--- config.mk ---
export PLATFORM = sky130hd
export DESIGN_NAME = if_fetch_buffer
export DESIGN_NICKNAME = d
export VERILOG_FILES = /design/src/rtl/if_pkg.sv /design/src/rtl/if_instr_fifo.sv /design/src/rtl/if_fetch_buffer.sv
export SDC_FILE = /design/constraint.sdc
export NUM_CORES = 1
export LEC_CHECK = 0
export CORE_UTILIZATION = 54
export DETAILED_ROUTE_END_ITERATION = 16
export GPL_TIMING_DRIVEN = 1
export HOLD_SLACK_MARGIN = 0.02
export PLACE_DENSITY_LB_ADDON = 0.1
export SYNTH_ARGS = -nofsm -noshare
export SYNTH_HDL_FRONTEND = slang
export SYNTH_SLANG_ARGS = --single-unit
--- constraint.sdc ---
create_clock -name clk -period 4.3 [get_ports clk]
set_input_delay 1.075 -clock clk [delete_from_list [all_inputs] [get_ports clk]]
set_output_delay 1.075 -clock clk [all_outputs]
set_load 0.02 [all_outputs]
--- src/rtl/if_pkg.sv ---
// if_pkg: shared constants, FIFO entry type and pointer-width helper for the fetch stage
package if_pkg;
  localparam logic [31:0] NOP_INSTR        = 32'h0000_0013;
  localparam logic [31:0] RESET_PC_DEFAULT = 32'h0000_0000;
  typedef struct packed {
    logic [31:0] pc;
    logic [31:0] instr;
  } fetch_entry_t;
  function automatic int clog2(input int n);
    int r;
    r = 0;
    while ((1 << r) < n) r++;
    return r;
  endfunction
endpackage

--- src/rtl/if_instr_fifo.sv ---
// if_instr_fifo: DEPTH-entry fetch FIFO with push, pop and synchronous flush
module if_instr_fifo
  import if_pkg::*;
#(
  parameter int DEPTH = 4,
  localparam int AW = clog2(DEPTH)
) (
  input  logic         clk,
  input  logic         rst_n,
  input  logic         flush,
  input  logic         push,
  input  logic         pop,
  input  fetch_entry_t push_data,
  output fetch_entry_t head,
  output logic [AW:0]  count,
  output logic         empty,
  output logic         full
);
  fetch_entry_t  mem [DEPTH];
  logic [AW-1:0] rd_ptr, wr_ptr;
  logic          do_pop;
  assign empty  = count == '0;
  assign full   = count == (AW+1)'(DEPTH);
  assign do_pop = pop && !empty;
  assign head   = mem[rd_ptr];
  always_ff @(posedge clk or negedge rst_n)
    if (!rst_n) begin
      rd_ptr <= '0;
      wr_ptr <= '0;
      count  <= '0;
    end else if (flush) begin
      rd_ptr <= '0;
      wr_ptr <= '0;
      count  <= '0;
    end else begin
      if (push) wr_ptr <= wr_ptr + 1'b1;
      if (do_pop) rd_ptr <= rd_ptr + 1'b1;
      count <= count + {{AW{1'b0}}, push} - {{AW{1'b0}}, do_pop};
    end
  always_ff @(posedge clk)
    if (push && !flush) mem[wr_ptr] <= push_data;
endmodule

--- src/rtl/if_fetch_buffer.sv ---
// if_fetch_buffer: RV32I fetch stage with PC, 1-cycle imem issue and decode FIFO; IF_PERF_CNT_EN enables perf_bubbles
module if_fetch_buffer
  import if_pkg::*;
#(
  parameter int              size     = 32,
  parameter int              DEPTH    = 4,
  parameter logic [size-1:0] RESET_PC = RESET_PC_DEFAULT
) (
  input  logic            clk,
  input  logic            rst_n,
  output logic            imem_req,
  output logic [size-1:0] imem_addr,
  input  logic [size-1:0] imem_rdata,
  input  logic            redirect_valid,
  input  logic [size-1:0] redirect_pc,
  input  logic            id_ready,
  output logic            id_valid,
  output logic [size-1:0] id_instruction,
  output logic [size-1:0] id_pc,
  output logic [31:0]     perf_bubbles
);
  localparam int AW = clog2(DEPTH);
  logic [size-1:0] pc, pc_shadow;
  logic            inflight, drop, pop, capture, fifo_empty, fifo_full;
  logic [AW:0]     count;
  logic [AW+1:0]   occupancy;
  fetch_entry_t    head;
  assign pop       = id_valid && id_ready;
  assign capture   = inflight && !drop && !redirect_valid;
  assign occupancy = {1'b0, count} + {{(AW+1){1'b0}}, inflight} - {{(AW+1){1'b0}}, pop};
  assign imem_req  = rst_n && !redirect_valid && occupancy < (AW+2)'(DEPTH);
  assign imem_addr = pc;
  always_ff @(posedge clk or negedge rst_n)
    if (!rst_n) begin
      pc        <= RESET_PC;
      pc_shadow <= '0;
      inflight  <= 1'b0;
      drop      <= 1'b0;
    end else begin
      pc        <= redirect_valid ? redirect_pc & ~size'(3) : imem_req ? pc + size'(4) : pc;
      pc_shadow <= imem_req ? pc : pc_shadow;
      inflight  <= imem_req;
      drop      <= redirect_valid && inflight;
    end
  if_instr_fifo #(.DEPTH(DEPTH)) u_fifo (
    .clk       (clk),
    .rst_n     (rst_n),
    .flush     (redirect_valid),
    .push      (capture),
    .pop       (pop),
    .push_data ('{pc: pc_shadow, instr: imem_rdata}),
    .head      (head),
    .count     (count),
    .empty     (fifo_empty),
    .full      (fifo_full)
  );
  assign id_valid       = !fifo_empty;
  assign id_instruction = fifo_empty ? NOP_INSTR : head.instr;
  assign id_pc          = fifo_empty ? '0 : head.pc;
  // The issue rule leaves room for every in-flight word, so a capture can never meet a full FIFO
  assert property (@(posedge clk) disable iff (!rst_n) capture |-> !fifo_full);
`ifdef IF_PERF_CNT_EN
  always_ff @(posedge clk or negedge rst_n)
    if (!rst_n) perf_bubbles <= '0;
    else if (!id_valid && !redirect_valid && perf_bubbles != '1) perf_bubbles <= perf_bubbles + 32'd1;
`else
  assign perf_bubbles = '0;
`endif
endmodule

==> metrics.md <==
| Metric | Value |
|---|---|
| Status | `finished, final reports clean` |
| Die Y-Extent | `159.6 um` |
| Primary FF master, synth | `edfxtp_1` |
| CP Data Arrival Time | `3.00 ns` |
| Synth Register Bits | `317` |
| Worst setup SP type | `input port` |
| Ant diodes | `0` |
| Share of layout cells above drive strength 1 | `16.42%` |
| Vias in the first global route | `7,432` |
| CP dominant cell by count | `ha_1` |
| Clk Tree Root Cell | `clkbuf_16` |
| Skew final | `0.01208 ns` |
| Remaining DRCs | `0` |
| Worst min path class | `reg2reg` |
| Routed WL per cell | `19.42 um` |
| Gr ovfl total | `0` |
| Pins Over Slew Limit | `0` |
| Clock Latency Late Sink | `0.56 ns` |
| DIE WIDTH | `159.6 um` |
| Post CTS Setup Buffer Count | `0` |
| Area Overhead vs Synth | `21.51%` |
| Largest net degree at the start of global routing | `70` |
| Syn Area/Cell | `16.02 um^2` |
| Relative slew slack | `40.48%` |
| Pwr dens | `594.7 nW/um^2` |
| Ys async rst share | `21.77%` |
| Clock tree from TritonCTS | `built` |
| DR vias/cell | `5.517` |
| Core box area | `24,320 um^2` |
| First-iteration detailed-routing DRC count | `575` |
| DRT Pass-1 Iters | `5` |
| Crit Path Max Fanout | `2` |
| RD Place Congestion | `0.8388` |
| Hold WS | `0.5179 ns` |
| Clk slew on worst S/H paths | `0.06 ns` |
| Endpoint type of the worst setup path | `primary output` |
| Vias | `7,465` |
| Required @ worst endpoint | `3.22 ns` |
| Num CTS Buffers | `31` |
| Fillers | `1,680` |
| RSZ-0062 raised after global routing | `no` |
| EDFF count, synth | `248` |
| GRT Util Overall | `20.78%` |
| First-pass GRT wire length | `41,290 um` |
| R2R Setup Slk | `0.77 ns` |
| Synth warnings | `0` |
| Final Critical Period | `4.079 ns` |
| Initial antenna violation count | `0` |
| Detailed Place HPWL | `15,990 um` |
| Peak supply drop | `0.0003255 V` |
| Synth top area cells | `edfxtp_1, dfrtp_1, mux4_2` |
| Slowest cell delay on critical path | `0.44 ns` |
| WS Path Type | `in2out` |
| IO Pins | `198` |
| Most numerous cell in the Yosys netlist | `edfxtp_1` |
| Worst path cell trace | `clkdlybuf4s50_1, and2_1, ha_1, inv_1, ha_1, and3b_1, o2111a_1, o22ai_4, inv_4, clkbuf_2` |
| Multi-input logic area | `3817 um^2` |
| Commonest cells in the netlist | `edfxtp_1, nand2_1, and2_1, dfrtp_1, mux4_2` |
| Starting Density | `55.13%` |
| Post-Syn Area | `13,410 um^2` |
| Storage cell area | `9181 um^2` |
| Tcrit/Tclk final | `94.86%` |
| PortBufs | `159` |
| Leakage | `5.758 nW` |
| Leading area contributor after synthesis | `edfxtp_1` |
| Slew @ Worst Pin | `0.8929 ns` |
| Slowest cell on the critical path | `clkdlybuf4s50_1` |
| Clock sink count | `317` |
| Post-DRT Antenna Nets | `0` |
| Final hold viol count | `0` |
| Post-Route WL | `26,270 um` |
| Final Setup Violations | `0` |
| H-tree levels | `1` |
| Die ar. | `25,460 um^2` |
| Seq/Total Area, Yosys | `68.42%` |
| Max Freq | `245.2 MHz` |
| Rows | `57` |
| Cts hold-fix bufs | `0` |
| Post-synth top area share | `55.54%` |
| Overall Power | `9.689 mW` |
| Max_cap viols | `0` |
| Max Root-Sink Buffers | `3` |
| Synth Instances | `837` |
| Nets@finish | `1,083` |
| Distinct cells, synth | `58` |
## through the flow
stage / setup WS, ns / TNS, ns / cells / util [%] / area [um^2]
final: 0.2212 / 0 / 1353 / 66.99 / 16290
after global routing: 0.1118 / 0 / 1353 / 66.99 / 16290
after CTS: 0.03401 / 0 / 1353 / 67.01 / 16300
after global placement: -0.2301 / -0.2301 / 1295 / 62.79 / 15270
after detailed placement: -0.2577 / -0.2577 / 1295 / 62.79 / 15270
after floorplan: 0.3101 / 0 / 872 / - / 13540
## cell type report
cell class | instances | share of cell area (%)
clock buffer | 39 | 5.130
sequential | 317 | 56.36
timing repair buffer | 181 | 11.03
clock inverter | 19 | 1.137
multi-input combinational | 455 | 23.43
tap | 324 | 2.488
inverter | 18 | 0.4301
## flip-flops by register name, indices dropped and copies added, names as in the netlist
register and count:
drop 1, imem_addr 30, inflight 1, pc_shadow 30
u_fifo.count 3, u_fifo.mem 248, u_fifo.rd_ptr 2, u_fifo.wr_ptr 2
## repair_timing
action                                 in CTS  in global routing
endpoints found under the hold margin       0                  0
pin swaps                                   0                  0
setup endpoints to repair                   1                  1
resized for setup                           2                  2
## final timing paths
check | cells after the start | start | to
min in group asynchronous | 2 | rst_n | pc_shadow[5]$_DFFE_PN0P_
max in group asynchronous | 2 | rst_n | u_fifo.rd_ptr[1]$_DFFE_PN0P_
worst min register to register | 0 | pc_shadow[27]$_DFFE_PN0P_ | u_fifo.mem[3][59]$_DFFE_PP_
worst max register to register | 13 | u_fifo.count[2]$_DFF_PN0_ | imem_addr[19]$_DFFE_PN0P_
worst min-delay path | 0 | pc_shadow[27]$_DFFE_PN0P_ | u_fifo.mem[3][59]$_DFFE_PP_
worst max-delay path | 10 | id_ready | imem_req
## routing by layer
layer | GRT usage, % | wire (um)
met1 | 31.20 | 12300
met5 | 0 | 0
met4 | 4.851 | 368
met3 | 3.282 | 1601
met2 | 32.31 | 12000
## cell families after synthesis
kind of cell | count (synthesis) | synth area share (%)
AO/OA/AOI/OAI | 46 | 2.781
XOR/XNOR | 5 | 0.3266
adder cells (fa/ha/maj) | 11 | 1.082
buffers and inverters | 100 | 4.330
flip-flops | 317 | 68.42
multiplexers | 87 | 12.37
other | 1 | 0.02797
AND/OR/NAND/NOR | 270 | 10.66
## layout by cell type (no fill, tap or decap), drive strengths merged, types with 15 or more instances in the layout
cell type      instances
dfrtp                 69
buf                   23
mux2i                 15
clkbuf                40
clkdlybuf4s50        157
mux4                  62
inv                   19
nand3                 18
conb                  36
edfxtp               248
and2                  72
nor2                  15
nand2                104
## worst max-delay path, delay by kind of cell
kind | cells | cell delay [ns]
buf+inv | 4 | 0.71
simple gates | 2 | 0.33
compound gates | 2 | 0.44
fa+ha+maj | 2 | 0.44
## power breakdown
part	leakage, nW	switching (mW)	internal (mW)
sequential	3.11	0.331	3.74
combinational	2.15	1.50	1.45
clock	0.497	1.11	1.56
(Power assumes the default switching activity.)
